File: config.mk
export PLATFORM = sky130hd
export DESIGN_NAME = comp_mem_sequencer
export DESIGN_NICKNAME = d
export VERILOG_FILES = /design/src/rtl/comp_mem_sequencer.sv
export SDC_FILE = /design/constraint.sdc
export NUM_CORES = 1
export LEC_CHECK = 0
export ABC_CLOCK_PERIOD_IN_PS = 15900
export BUFFER_PORTS_ARGS = -buffer_cell sky130_fd_sc_hd__buf_2
export CAP_MARGIN = 20
export CORE_ASPECT_RATIO = 1.2
export CORE_MARGIN = 4
export CORE_UTILIZATION = 30
export DETAILED_ROUTE_END_ITERATION = 6
export PLACE_DENSITY = 0.48
export SLEW_MARGIN = 20
export SYNTH_ARGS = -nofsm -noshare
export SYNTH_HDL_FRONTEND = slang
export SYNTH_SLANG_ARGS = --single-unit
File: constraint.sdc
create_clock -name clk -period 15.9 [get_ports clk]
set_input_delay 1.59 -clock clk [delete_from_list [all_inputs] [get_ports clk]]
set_output_delay 1.59 -clock clk [all_outputs]
set_load 0.005 [all_outputs]
File: src/rtl/comp_mem_sequencer.sv
// Compensation-weight store for the systolic array: LOAD captures per-column entries,
// ISSUE replays them over valid/ready. Optional macro COMP_ZERO_SKIP_EN drops zero weights on load.
module comp_mem_sequencer #(
    parameter int SIZE   = 8,
    parameter int SLOTS  = 3,
    parameter int COL_W  = $clog2(SIZE),
    parameter int SLOT_W = $clog2(SLOTS + 1)
) (
    input  logic              clk,
    input  logic              rst,
    input  logic              load_start,
    input  logic              in_valid,
    input  logic [2:0]        in_weight,
    input  logic              in_col_end,
    input  logic              issue_start,
    input  logic              issue_ready,
    output logic              out_valid,
    output logic [2:0]        out_weight,
    output logic [COL_W-1:0]  out_col,
    output logic [SLOT_W-1:0] out_slot,
    output logic              busy,
    output logic              load_done,
    output logic              issue_done,
    output logic              overflow_err
);
    localparam int DEPTH  = SIZE * SLOTS;
    localparam int ADDR_W = $clog2(DEPTH);
    localparam logic [SLOT_W-1:0] SLOT_ONE = SLOT_W'(1);
    localparam logic [SLOT_W-1:0] SLOT_MAX = SLOT_W'(SLOTS);
    localparam logic [COL_W-1:0]  COL_ONE  = COL_W'(1);
    localparam logic [COL_W-1:0]  COL_LAST = COL_W'(SIZE - 1);

    typedef enum logic [1:0] {IDLE, LOAD, READY, ISSUE} state_t;

    state_t            state;
    logic [COL_W-1:0]  col;
    logic [SLOT_W-1:0] slot;
    logic [2:0]        mem   [DEPTH];
    logic [SLOT_W-1:0] count [SIZE];

    logic              wr_en, wr_ok, step, col_fin, last;
    logic [SLOT_W-1:0] slot_after, nxt_slot;
    logic [COL_W-1:0]  nxt_col;
    logic [ADDR_W-1:0] addr, nxt_addr;

    always_comb begin
`ifdef COMP_ZERO_SKIP_EN
        wr_en = in_valid && (in_weight != 3'd0);
`else
        wr_en = in_valid;
`endif
        wr_ok      = wr_en && (slot < SLOT_MAX);
        slot_after = wr_ok ? slot + SLOT_ONE : slot;
        addr       = ADDR_W'(col) * ADDR_W'(SLOTS) + ADDR_W'(slot);
        // An empty column (out_valid low) always steps; a valid entry steps only on handshake.
        step       = !out_valid || issue_ready;
        col_fin    = !out_valid || (slot + SLOT_ONE == count[col]);
        last       = step && col_fin && (col == COL_LAST);
        nxt_col    = col_fin ? col + COL_ONE : col;
        nxt_slot   = col_fin ? '0 : slot + SLOT_ONE;
        nxt_addr   = ADDR_W'(nxt_col) * ADDR_W'(SLOTS) + ADDR_W'(nxt_slot);
    end

    assign busy = (state == LOAD) || (state == ISSUE);

    always_ff @(posedge clk or posedge rst) begin
        if (rst) begin
            state        <= IDLE;
            col          <= '0;
            slot         <= '0;
            for (int unsigned i = 0; i < DEPTH; i++) mem[i] <= '0;
            for (int unsigned i = 0; i < SIZE; i++) count[i] <= '0;
            out_valid    <= 1'b0;
            out_weight   <= '0;
            out_col      <= '0;
            out_slot     <= '0;
            load_done    <= 1'b0;
            issue_done   <= 1'b0;
            overflow_err <= 1'b0;
        end else begin
            load_done  <= 1'b0;
            issue_done <= 1'b0;
            if (load_start && (state == IDLE || state == READY)) begin
                state        <= LOAD;
                col          <= '0;
                slot         <= '0;
                overflow_err <= 1'b0;
                for (int unsigned i = 0; i < SIZE; i++) count[i] <= '0;
            end else begin
                case (state)
                    LOAD: begin
                        if (wr_ok) mem[addr] <= in_weight;
                        else if (wr_en) overflow_err <= 1'b1;
                        if (in_col_end) begin
                            count[col] <= slot_after;
                            slot       <= '0;
                            if (col == COL_LAST) begin
                                col       <= '0;
                                state     <= READY;
                                load_done <= 1'b1;
                            end else begin
                                col <= col + COL_ONE;
                            end
                        end else begin
                            slot <= slot_after;
                        end
                    end
                    READY: begin
                        if (issue_start) begin
                            state      <= ISSUE;
                            col        <= '0;
                            slot       <= '0;
                            out_valid  <= (count[0] != '0);
                            out_weight <= mem[0];
                            out_col    <= '0;
                            out_slot   <= '0;
                        end
                    end
                    ISSUE: begin
                        if (step) begin
                            if (last) begin
                                out_valid  <= 1'b0;
                                issue_done <= 1'b1;
                                state      <= READY;
                                col        <= '0;
                                slot       <= '0;
                            end else begin
                                col        <= nxt_col;
                                slot       <= nxt_slot;
                                out_valid  <= (count[nxt_col] > nxt_slot);
                                out_weight <= mem[nxt_addr];
                                out_col    <= nxt_col;
                                out_slot   <= nxt_slot;
                            end
                        end
                    end
                    default: state <= IDLE;
                endcase
            end
        end
    end
endmodule
Word level (Yosys, flattened, before mapping)
Index checks and enable logic that the tools add are counted.
{"block": "word_totals", "ram_bits": 0, "latch_bits": 0, "in_bits": 10, "wordCells": 168, "n_memories": 0, "romBits": 0, "regBits": 107, "output_inout_bits": 13}
{"block": "classes", "multipliers": 2, "n_lt_le_gt_ge": 8, "eq_ne": 14, "div_mod_pow": 0, "shifts": 0, "add_sub_neg": 4, "n_reduce_logical": 26, "bitwise_logic": 5, "mux": 67}
{"cell": "$bwmux 72", "count": 1}
{"cell": "$mux 16", "count": 3}
{"cell": "$mux 3", "count": 15}
{"cell": "$mux 2", "count": 20}
{"cell": "$bwmux 16", "count": 1}
{"cell": "$bmux 3 s5", "count": 1}
{"cell": "$demux 3 s5", "count": 1}
{"cell": "$mux 1", "count": 15}
{"cell": "$ne 3x2->1 const B", "count": 5}
{"cell": "$bmux 2 s3", "count": 2}
{"cell": "$ge 6x6->1 const B", "count": 2}
{"cell": "$not 5->6", "count": 2}
{"cell": "$pmux 2 s3", "count": 2}
{"cell": "$pmux 3 s2", "count": 2}
{"cell": "$add 5x2->5", "count": 2}
{"cell": "$mul 3x2->5 const B", "count": 2}
{"cell": "$reduce_and 5->1", "count": 2}
{"cell": "$reduce_bool 2->1", "count": 5}
{"cell": "$pmux 3 s3", "count": 1}
{"cell": "$reduce_and 3->1", "count": 3}
{"cell": "$ge 4x4->1 const B", "count": 2}
{"cell": "$not 3->4", "count": 2}
{"cell": "$reduce_and 4->1", "count": 2}
{"cell": "$demux 2 s3", "count": 1}
{"cell": "21 further kinds", "count": 32}

Logic depth before layout (Yosys ltp)
{"block": "logic_depth", "word_depth": 16, "mapped_depth": 15, "ltp_nobuf": 14}

Worst setup path after synthesis
No wires, ideal clock.
{"block": "synth_timing", "kind": "reg2reg", "start": "reg col[1]", "end": "reg out_weight[0]", "t_required_ps": 15775, "synth_period_minus_slack_ps": 5000, "arrival_ps": 4875, "setup_time_ps": 125, "n_path_buf": 3, "stages_incl_launch_ff": 16, "slack_ps": 10900, "cell_sequence": "dfrtp_1 -> buf_6 -> mux2i_1 -> mux4_2 -> xnor2_1 -> o21ai_1 -> o21ai_0 -> fa_1 -> ha_1 -> clkbuf_1 -> buf_2 -> mux4_2 -> mux2_2 -> and3_1 -> o32a_1 -> mux2_2"}
{"block": "synth_via", "elab_chain_len": 16, "elab_cells_between_ends": 23, "cone_classes": "add/sub (2); mul (1); eq/ne (3); mux (11); bitwise (2); reduce/logical (4)"}
{"item": "start, declared", "line": "36", "text": "logic [COL_W-1:0] col;"}
{"item": "start signal, assigned", "line": "102", "text": "col <= col + COL_ONE;"}
{"item": "start signal, assigned", "line": "128", "text": "col <= nxt_col;"}
{"item": "$not 3->4 (implied by the code)", "line": "57", "text": "col_fin = !out_valid || (slot + SLOT_ONE == count[col]);"}
{"item": "$bmux 2 s3", "line": "57"}
{"item": "$mux 2 (implied by the code) (2 in series)", "line": "57"}
{"item": "$eq 2x2->1", "line": "57"}
{"item": "$logic_or 1x1->1", "line": "57"}
{"item": "$mux 3", "line": "59", "text": "nxt_col = col_fin ? col + COL_ONE : col;"}
{"item": "$mul 3x2->5", "line": "61", "text": "nxt_addr = ADDR_W'(nxt_col) * ADDR_W'(SLOTS) + ADDR_W'(nxt_slot);"}
{"item": "$add 5x2->5", "line": "61"}
{"item": "$not 5->6 (implied by the code)", "line": "131", "text": "out_weight <= mem[nxt_addr];"}
{"item": "$bmux 3 s5", "line": "131"}
{"item": "$mux 3 (implied by the code) (2 in series)", "line": "131"}
{"item": "$mux 3", "line": "121", "text": "if (last) begin"}
{"item": "$mux 3", "line": "120", "text": "if (step) begin"}
{"item": "$pmux 3 s2", "line": "90", "text": "case (state)"}
{"item": "end signal, assigned", "line": "114", "text": "out_weight <= mem[0];"}
{"item": "end signal, assigned", "line": "131"}
{"item": "end, declared", "line": "18", "text": "output logic [2:0] out_weight,"}
Parallel ways exist; a longest one is shown, timed or not. The select of a mux whose other input is x is not followed.
A chain may end at the register's enable or synchronous reset.

Worst setup path after layout
Same ends and word-level chain as after synthesis.

==> metrics <==
# H-tree levels=3; Post-DP HPWL=10870 um; DRC violations left=0; Post-CTS Hold Fix Bufs=0; mean area per synthesized cell=11.97 um2; vias per cell=5.290; starting density of the core=30.90%; Mapped Cells=492; share of post-route cells with drive strength above 1=28.80%; Die Y=161.5 um; area grow syn2layout=11.34%; Rel. slew slack=33.61%; register area share after synthesis=45.45%; postcts setup bufs=0; routed wire length=14760 um; IO Count=23; Worst Max-Slew Pin Slew=993.8 ps; CTS resizes=0; final setup vio count=0; core area=19060 um2; I/O Buffers=22; Crit. End Element=flop; kind of critical path=reg -> reg; first-pass GRT wire length=23920 um; Die X=135.9 um; total gr overflow=0; Setup Skew=11.12 ps; HP Class=reg -> reg; WL met1=6406 um; delay-heaviest family, CP=multiplexers; CTS Sinks=107; post-route setup TNS=0 ps; #FFs+latches synth=107; initial antenna violation count=0; routed len/inst=19.34 um; ant diodes=0; top layer in use=met4; Nets=535; total number of vias=4036; FMAX=175.8 MHz; Die Area=21950 um2; WL met2=7415 um; yosys warns=0; row cnt=55; clk_lat worst skew=360 ps; CTS max path bufs=2; Critical Path Max Stage Delay=820 ps; RSZ-0062 raised after global routing=no; crit path max fanout=17; Net Count, Synth=524; commonest non-fill, non-tap cells in the layout=dfrtp_1, mux2_2, nand2_1; vias in the first global route=4250; Hold Vio Cnt, Final=0; synth unique cells=47; fin crit share=35.77%; global placer's final weighted congestion=0.8084; most common cell after layout, fill and taps aside=dfrtp_1; Netlist Area Pre-Place=5891 um2; TritonCTS clock tree=built; CP required=16150 ps; min Tclk post-route=5688 ps; Final Max Slew Viols=0; Total Routing Usage GR=14.09%; Root Buffer Master=clkbuf_16; Fill cells=1913; initial DRC count=221; CTS clk-pin slew, worst paths=80 ps; Initial DRT Pass Iterations=4; critical path's slowest cell=dfrtp_1; TritonCTS Buffers=9; pin count of the biggest net entering global routing=64; WP buf/inv=0; crit path launch type=flop; crit-path cells=mux2i_1 > mux4_2 > xnor2_1 > o21ai_1 > o21ai_0 > fa_1 > ha_1 > fa_1 > xor2_1 > mux2_2 > and3_1 > o32a_1 > mux2_2; met3 wire len=495 um; CP arrival=5930 ps; status=finished, final reports clean; Max Cap Viol=0; ANT nets after route=0
[cells in the mapped netlist, drive strengths merged]
cell	n	area share, %
mux2	81	16
and3b	1	0.15
a22oi	1	0.13
a22o	2	0.30
o211ai	3	0.38
a21oi	17	1.4
nand4	3	0.32
nor3b	2	0.25
a211oi	1	0.13
nand4b	1	0.15
xnor2	4	0.59
fa	4	1.4
nand2b	6	0.64
a2111o	1	0.19
nor2b	8	0.85
ha	18	3.8
dfrtp	107	45
a31oi	1	0.11
nand3b	1	0.13
o221ai	3	0.45
a32oi	2	0.30
o21bai	1	0.13
a21boi	1	0.13
o21ai	16	1.4
mux4	24	9.2
o22ai	5	0.53
nor4	1	0.11
clkbuf	15	0.96
a41oi	1	0.47
a21o	3	0.38
mux2i	17	2.9
o32a	3	0.51
o2111ai	3	0.45
nand2	38	2.4
nor2	25	1.6
o31ai	3	0.38
and3	7	0.74
nand3	17	1.4
inv	18	1.1
nor3	14	1.2
xor2	3	0.45
and2	1	0.11
buf	9	0.76
[cells by family (layout without fill, tap and decap cells)]
kind of cell | count (synthesis) | after routing | synth area share (%)
compound gates | 67 | 67 | 7.753
xor+xnor | 7 | 7 | 1.041
fa+ha+maj | 22 | 22 | 5.183
buf+inv | 42 | 57 | 2.867
flops | 107 | 107 | 45.45
mux | 122 | 122 | 27.61
simple gates | 125 | 125 | 10.09
[per-stage QoR]
stage	setup slack, ps	area [um2]	util, %	hold WS (ps)	instances
final	10210	6559	34.41	510.0	763
after global routing	9846	6559	34.41	521.4	763
after CTS	10270	6559	34.41	512.8	763
after detailed placement	10290	6237	32.72	492.1	748
after global placement	10490	6237	32.72	485.2	748
after floorplan	10900	5891	-	473.8	492
[path summary, 6_finish.rpt]
check                                    start                        end  slack, ps  cells after the start
max reg2reg                 col[1]$_DFFE_PP0P_  out_weight[0]$_DFFE_PP0P_      10210                     13
max in group asynchronous                  rst      out_valid$_DFFE_PP0P_      13360                      3
min reg2reg                mem[45]$_DFFE_PP0P_        mem[45]$_DFFE_PP0P_        510                      1
min in group asynchronous                  rst         mem[7]$_DFFE_PP0P_       1280                      2
min                        mem[45]$_DFFE_PP0P_        mem[45]$_DFFE_PP0P_        510                      1
max                         col[1]$_DFFE_PP0P_  out_weight[0]$_DFFE_PP0P_      10210                     13
[worst register-to-register path, stage by stage, from the launching register on]
cell and delay [ps]:
dfrtp_1 820, mux2i_1 170, mux4_2 540, xnor2_1 410
o21ai_1 260, o21ai_0 420, fa_1 480, ha_1 260
fa_1 390, xor2_1 660, mux2_2 410, and3_1 180
o32a_1 340, mux2_2 260
[per-layer routing]
layer  vias to the layer above  track usage [%]
met5                         -                0
met4                         0            4.858
met1                      2086            17.85
met2                        89            23.82
li1                       1832                -
met3                        29            2.960
[area by class of cell]
cell class | count | area, um2 | share of cell area, %
timing repair buffer | 24 | 125.1 | 1.908
tap | 256 | 320.3 | 4.884
multi-input combinational | 343 | 3044 | 46.41
sequential | 107 | 2678 | 40.82
clock buffer | 9 | 225.2 | 3.434
inverter | 18 | 70.07 | 1.068
clock inverter | 6 | 96.34 | 1.469
[state kept, by name (all words and copies together) (netlist names)]
register	count
count	16
state	2
load_done	1
slot	2
out_slot	2
mem	72
out_col	3
out_valid	1
overflow_err	1
issue_done	1
col	3
out_weight	3
Power is left out: the tool's default activity adds up to more than one toggle a clock period on the data nets, which glitch-free logic cannot reach.
